File: config.mk
export PLATFORM = sky130hd
export DESIGN_NAME = secded_seq_flat
export DESIGN_NICKNAME = d
export VERILOG_FILES = /design/src/rtl/secded_pkg.sv /design/src/rtl/secded_seq_if.sv /design/src/rtl/secded_decode.sv /design/src/rtl/secded_seq.sv /design/src/flat_wrapper.sv
export SDC_FILE = /design/constraint.sdc
export NUM_CORES = 1
export LEC_CHECK = 0
export BUFFER_PORTS_ARGS = -buffer_cell sky130_fd_sc_hd__buf_2
export CORE_MARGIN = 5
export CORE_UTILIZATION = 35
export CTS_CLUSTER_DIAMETER = 30
export DETAILED_ROUTE_END_ITERATION = 8
export PLACE_DENSITY_LB_ADDON = 0.15
export SLEW_MARGIN = 10
export SYNTH_ARGS = -nofsm -noshare
export SYNTH_HDL_FRONTEND = slang
export SYNTH_SLANG_ARGS = --single-unit
File: constraint.sdc
create_clock -name CLK -period 3.5 [get_ports CLK]
set_input_delay 0.35 -clock CLK [delete_from_list [all_inputs] [get_ports CLK]]
set_output_delay 0.35 -clock CLK [all_outputs]
set_load 0.02 [all_outputs]
File: src/rtl/secded_pkg.sv
// Shared types for the SECDED (16,11) decode sequencer: FSM states, class flags, bit map.
// Latency: n/a (types, constants and a pure helper function only).
// Backpressure: n/a.
package secded_pkg;

   typedef enum logic [2:0] {
      ST_IDLE,
      ST_RD_LO,
      ST_RD_HI,
      ST_DECODE,
      ST_WR_LO,
      ST_WR_HI,
      ST_DONE
   } state_t;

   typedef logic [1:0] flag_t;

   localparam flag_t FLG_CLEAN  = 2'b00;
   localparam flag_t FLG_SINGLE = 2'b01;
   localparam flag_t FLG_DOUBLE = 2'b10;

   // Encoded word layout: parity bits sit at the power-of-two positions,
   // the overall parity at bit 0, data fills the remaining slots in order.
   localparam int P0_POS  = 0;
   localparam int P1_POS  = 1;
   localparam int P2_POS  = 2;
   localparam int P4_POS  = 4;
   localparam int P8_POS  = 8;
   localparam int D1_POS  = 3;
   localparam int D2_POS  = 5;
   localparam int D4_POS  = 7;
   localparam int D5_POS  = 9;
   localparam int D11_POS = 15;

   // Pull d11..d1 out of an encoded word, d11 in the MSB.
   function automatic logic [10:0] extract_data(input logic [15:0] w);
      return {w[D11_POS:D5_POS], w[D4_POS:D2_POS], w[D1_POS]};
   endfunction

endpackage

File: src/rtl/secded_seq_if.sv
// Job control and data-memory port bundle between the sequencer and its host/memory.
// Latency: n/a (wires only).
// Backpressure: none; memory read data is combinational for mem_addr.
interface secded_seq_if #(
   parameter int AW = 8
);
   logic          start;
   logic          halt;
   logic          busy;
   logic [AW-1:0] mem_addr;
   logic [7:0]    mem_rdata;
   logic          mem_we;
   logic [7:0]    mem_wdata;
   logic [3:0]    single_cnt;
   logic [3:0]    double_cnt;

   modport master (
      input  start, mem_rdata,
      output halt, busy, mem_addr, mem_we, mem_wdata, single_cnt, double_cnt
   );

   modport slave (
      output start, mem_rdata,
      input  halt, busy, mem_addr, mem_we, mem_wdata, single_cnt, double_cnt
   );
endinterface

File: src/rtl/secded_decode.sv
// Combinational SECDED (16,11) decoder: classify, correct single errors, emit flagged result.
// Latency: 0 cycles (pure combinational).
// Backpressure: none.
module secded_decode
   import secded_pkg::*;
(
   input  logic [15:0] code_in,
   output logic [15:0] result,
   output flag_t       cls
);

   logic [3:0]  syn;
   logic        par;
   logic [15:0] fixed;

   // Syndrome/parity, then single-bit correction and result packing.
   always_comb begin
      syn = 4'd0;
      for (int i = 1; i < 16; i++) begin
         if (code_in[i]) syn = syn ^ 4'(i);
      end
      par   = ^code_in;
      fixed = code_in;
      cls   = FLG_CLEAN;
      if (par) begin
         // Odd overall parity: one flipped bit. s==0 means p0 itself flipped.
         cls = FLG_SINGLE;
         if (syn != 4'd0) fixed[syn] = ~fixed[syn];
      end else if (syn != 4'd0) begin
         // Even parity with a nonzero syndrome: two flips, not correctable.
         cls = FLG_DOUBLE;
      end
      result = {cls, 3'b000, extract_data(fixed)};
   end

endmodule

File: src/rtl/secded_seq.sv
// Memory-walking SECDED decode job: read byte pairs, decode, write flagged results, halt.
// Latency: 5 cycles per word; halt one FSM step after the last high-byte write.
// Backpressure: none; relies on a combinational-read data memory with no wait states.
module secded_seq
   import secded_pkg::*;
#(
   parameter int NUM_WORDS = 15,
   parameter int SRC_BASE  = 30,
   parameter int DST_BASE  = 0,
   parameter int AW        = 8
) (
   input  logic            CLK,
   input  logic            Reset_n,
   secded_seq_if.master    bus
);

   localparam int IW = (NUM_WORDS > 1) ? $clog2(NUM_WORDS) : 1;

   state_t        state_q, state_d;
   logic [IW-1:0] idx_q, idx_d;
   logic [7:0]    lo_q, lo_d;
   logic [7:0]    hi_q, hi_d;
   logic [15:0]   res_q, res_d;
   logic [3:0]    scnt_q, scnt_d;
   logic [3:0]    dcnt_q, dcnt_d;

   logic [15:0]   dec_res;
   flag_t         dec_cls;
   logic [AW-1:0] idx_ext;
   logic [AW-1:0] word_off;
   logic [AW-1:0] src_lo;
   logic [AW-1:0] dst_lo;

   secded_decode u_dec (
      .code_in (({hi_q, lo_q})),
      .result  (dec_res),
      .cls     (dec_cls)
   );

   // Byte offset of the current word; address arithmetic wraps at AW bits.
   assign idx_ext  = AW'(idx_q);
   assign word_off = {idx_ext[AW-2:0], 1'b0};
   assign src_lo   = AW'(SRC_BASE) + word_off;
   assign dst_lo   = AW'(DST_BASE) + word_off;

   // Next-state logic: walk read/decode/write per word, accept start only when idle or done.
   always_comb begin
      state_d = state_q;
      idx_d   = idx_q;
      lo_d    = lo_q;
      hi_d    = hi_q;
      res_d   = res_q;
      scnt_d  = scnt_q;
      dcnt_d  = dcnt_q;
      case (state_q)
         ST_IDLE, ST_DONE: begin
            if (bus.start) begin
               state_d = ST_RD_LO;
               idx_d   = '0;
               scnt_d  = 4'd0;
               dcnt_d  = 4'd0;
            end
         end
         ST_RD_LO: begin
            lo_d    = bus.mem_rdata;
            state_d = ST_RD_HI;
         end
         ST_RD_HI: begin
            hi_d    = bus.mem_rdata;
            state_d = ST_DECODE;
         end
         ST_DECODE: begin
            res_d = dec_res;
            if (dec_cls == FLG_SINGLE && scnt_q != 4'hF) scnt_d = scnt_q + 4'd1;
            if (dec_cls == FLG_DOUBLE && dcnt_q != 4'hF) dcnt_d = dcnt_q + 4'd1;
            state_d = ST_WR_LO;
         end
         ST_WR_LO: begin
            state_d = ST_WR_HI;
         end
         ST_WR_HI: begin
            if (idx_q == IW'(NUM_WORDS - 1)) begin
               state_d = ST_DONE;
            end else begin
               idx_d   = idx_q + 1'b1;
               state_d = ST_RD_LO;
            end
         end
         default: state_d = ST_IDLE;
      endcase
   end

   // State and datapath registers; reset aborts a job with no further writes.
   always_ff @(posedge CLK or negedge Reset_n) begin
      if (!Reset_n) begin
         state_q <= ST_IDLE;
         idx_q   <= '0;
         lo_q    <= 8'd0;
         hi_q    <= 8'd0;
         res_q   <= 16'd0;
         scnt_q  <= 4'd0;
         dcnt_q  <= 4'd0;
      end else begin
         state_q <= state_d;
         idx_q   <= idx_d;
         lo_q    <= lo_d;
         hi_q    <= hi_d;
         res_q   <= res_d;
         scnt_q  <= scnt_d;
         dcnt_q  <= dcnt_d;
      end
   end

   // Memory port is a pure decode of the state so it drops to idle values with reset.
   always_comb begin
      bus.mem_addr  = '0;
      bus.mem_we    = 1'b0;
      bus.mem_wdata = 8'd0;
      case (state_q)
         ST_RD_LO: bus.mem_addr = src_lo;
         ST_RD_HI: bus.mem_addr = src_lo + AW'(1);
         ST_WR_LO: begin
            bus.mem_addr  = dst_lo;
            bus.mem_we    = 1'b1;
            bus.mem_wdata = res_q[7:0];
         end
         ST_WR_HI: begin
            bus.mem_addr  = dst_lo + AW'(1);
            bus.mem_we    = 1'b1;
            bus.mem_wdata = res_q[15:8];
         end
         default: ;
      endcase
   end

   assign bus.halt       = (state_q == ST_DONE);
   assign bus.busy       = !(state_q == ST_IDLE || state_q == ST_DONE);
   assign bus.single_cnt = scnt_q;
   assign bus.double_cnt = dcnt_q;

endmodule

File: src/flat_wrapper.sv
// flat-port wrapper written by rule: the top's interface ports become plain ports
module secded_seq_flat import secded_pkg::*;
#(
   parameter int NUM_WORDS = 15,
   parameter int SRC_BASE  = 30,
   parameter int DST_BASE  = 0,
   parameter int AW        = 8
)
  (CLK, Reset_n, bus_start, bus_mem_rdata, bus_halt, bus_busy, bus_mem_addr, bus_mem_we, bus_mem_wdata, bus_single_cnt, bus_double_cnt);
  secded_seq_if #(.AW(AW)) bus_i ();
  input  logic CLK;
  input  logic Reset_n;
  input wire logic [$bits(bus_i.start)-1:0] bus_start;
  input wire logic [$bits(bus_i.mem_rdata)-1:0] bus_mem_rdata;
  output wire logic [$bits(bus_i.halt)-1:0] bus_halt;
  output wire logic [$bits(bus_i.busy)-1:0] bus_busy;
  output wire logic [$bits(bus_i.mem_addr)-1:0] bus_mem_addr;
  output wire logic [$bits(bus_i.mem_we)-1:0] bus_mem_we;
  output wire logic [$bits(bus_i.mem_wdata)-1:0] bus_mem_wdata;
  output wire logic [$bits(bus_i.single_cnt)-1:0] bus_single_cnt;
  output wire logic [$bits(bus_i.double_cnt)-1:0] bus_double_cnt;
  assign bus_i.start = bus_start;
  assign bus_i.mem_rdata = bus_mem_rdata;
  assign bus_halt = bus_i.halt;
  assign bus_busy = bus_i.busy;
  assign bus_mem_addr = bus_i.mem_addr;
  assign bus_mem_we = bus_i.mem_we;
  assign bus_mem_wdata = bus_i.mem_wdata;
  assign bus_single_cnt = bus_i.single_cnt;
  assign bus_double_cnt = bus_i.double_cnt;
  secded_seq #(.NUM_WORDS(NUM_WORDS), .SRC_BASE(SRC_BASE), .DST_BASE(DST_BASE), .AW(AW)) u_core (.CLK(CLK), .Reset_n(Reset_n), .bus(bus_i));
endmodule
==> results.cfg <==
[run_status]
status = finished clean

[critical_path]
crit_path_max_fanout = 8
r2r_cells = 7
critPathCaptureType = register
cpMostUsedCell = a221o_1
worstPathArrival_ps = 2830
worstSetupPathType = register to register
critPathSlowestCell = xnor3_2
crit_cells = 7
cp_data_required_time_ps = 3690
path_cells = xnor3_2 > xnor2_4 > and2b_4 > a22o_2 > a221o_1 > and3_4 > a221o_1
crit_family = compound AO/OA/AOI/OAI gates
crit_path_start_kind = register
max_stage_delay_ps = 490
crit_buf_inv = 0

[routing]
routed_via_density = 5.14
totalWireLength_mm = 6.66
ant_nets = 0
dr.pass1.iters = 4
drt-initial-drc-count = 47
avgRoutedWirePerCell_um = 15.5
vias = 2210
drc_errors = 0

[sta]
hold_ws_ps = 215
rsz0062_at_grt = false
fmax_ghz = 0.378
hold_viol = 0
setup_viol = 0
slew_headroom = 0.332
post-route-min-period_ps = 2650
final.period_utilization = 0.756
final-max-slew-violation-count = 0
tightest_slew_ps = 1000
skew_ps = 7.72
fin_tns_setup_ps = 0

[synthesis]
ys_warn_count = 0
synth_top_family_by_area = simple AND/OR/NAND/NOR gates
synthAdderAreaFrac = 0.0221
synth_mux_area_frac = 0.136
seq_area_frac_synth = 0.388
netlist_area_um2 = 2840
synth_ff_type = dfrtp_1
synthCells = 292
synth_xor_area_frac = 0.136
syn_avg_cell_area_um2 = 9.71
synth_edf_count = 0
synthArstFlopShare = 1.00
synthSimpleGateAreaFrac = 0.144
synth_seq_cells = 44
synthDistinctLibCells = 49
synth_compound_gate_area_share = 0.137

[cts]
htreeDepth = 2
cts-root-buf = clkbuf_8
max-clock-path-buffers = 2
cts_resized = 0
insertion_delay_ps = 300
cts_tree = yes
path_clk_slew_ps = 90
hold_buffers = 0
postCtsSetupRepairBufs = 0
cts_buffers = 5
cts_sinks = 44

[floorplanning]
io_pins = 38
die_w_um = 100
num_rows = 32
core_um2 = 7810
initial_core_util = 0.363
fp.dieArea_um2 = 10000
fp.dieH_um = 100

[global_routing]
grt_first_pass_wirelength_mm = 11.2
gr-usage-all-layers = 0.140
grt_max_degree = 45
antenna_found_initial = 0
grt_pass1_vias = 2207
overflow = 0

[final_layout]
drive_above_1_share = 0.232
final_common_cell = dfrtp_1
nets = 343
fillers = 800
diodes = 0
area_delta_synth_final_pct = 13.9
layout_common_cells = dfrtp_1 (44), buf_2 (35), nand2_1 (33)

[place]
gp_congestion = 0.861
dp_hpwl_mm = 5.04
portBuffers = 35

[job]
cap_violations = 0

[hold_path]
hp-class = primary input to asynchronous set/reset pin
cells in the mapped netlist (2+ instances only):
cell       n  area share
ha_1       5       0.022
xor2_1    14       0.043
xnor2_1   18       0.056
o211ai_1   2      0.0053
a21oi_1   12       0.021
a31oi_1    2      0.0044
o21ai_0   12       0.021
and2_1     2      0.0044
buf_4      2      0.0053
a221o_1    4       0.014
nor2_1    18       0.024
a21o_1     4       0.011
mux2i_1   15       0.053
nor3b_1    3      0.0079
o22ai_1    8       0.018
clkbuf_1   9       0.012
nor3_1     8       0.014
and3_1     4      0.0088
dfrtp_1   44        0.39
mux2_2    21       0.083
nand3_1    8       0.014
inv_1     12       0.016
nand2_1   33       0.044
nand2b_1   5       0.011
o32ai_1    3      0.0093
stage by stage:
| stage | instance area [µm²] | utilization | setup slack, ps | cells |
|---|---|---|---|---|
| 2_1_floorplan | 2840 | - | 998 | 293 |
| 3_5_place_dp | 3120 | 0.400 | 853 | 422 |
| 5_1_grt | 3230 | 0.414 | 671 | 430 |
| 6_report | 3230 | 0.414 | 852 | 430 |
| 4_1_cts | 3230 | 0.414 | 842 | 430 |
| 3_3_place_gp | 3120 | 0.400 | 932 | 422 |
worst paths after layout:
kind / startpoint / end / slack, ps
worst max register to register: u_core.lo_q[1] / u_core.res_q[10] / 850
worst min register to register: u_core.res_q[3] / u_core.res_q[3] / 490
worst max-delay path: u_core.lo_q[1] / u_core.res_q[10] / 850
worst min-delay path: Reset_n / u_core.idx_q[1] / 210
min in group CLK: bus_mem_rdata[1] / u_core.hi_q[1] / 290
max in group asynchronous: Reset_n / u_core.hi_q[1] / 2670
layout make-up:
class | count | area, µm² | share of cell area
Timing Repair Buffer | 39 | 205 | 0.0635
Sequential cell | 44 | 1100 | 0.341
Clock inverter | 3 | 42.5 | 0.0132
Clock buffer | 5 | 68.8 | 0.0213
Multi-Input combinational cell | 225 | 1640 | 0.508
Inverter | 12 | 45.0 | 0.0139
Tap cell | 102 | 128 | 0.0395
sequential cells by signal (all words and copies together), names as in the netlist:
signal,flops
u_core.res_q,13
u_core.hi_q,8
u_core.lo_q,8
u_core.bus.double_cnt,4
u_core.bus.single_cnt,4
u_core.idx_q,4
u_core.state_q,3
kinds of logic after synthesis:
family | Yosys count
AO/OA/AOI/OAI | 58
buffers and inverters | 24
XOR/XNOR | 37
other | 1
adder cells (fa/ha/maj) | 5
multiplexers | 36
flip-flops | 44
AND/OR/NAND/NOR | 87
routing by layer:
metal,global-route usage,routed length (µm)
met5,0,0
met4,0.0415,123
met3,0.0306,311
met2,0.228,3190
met1,0.186,3040
Power is left out: the tool's default activity adds up to more than one toggle a clock period on the data nets, which glitch-free logic cannot reach.
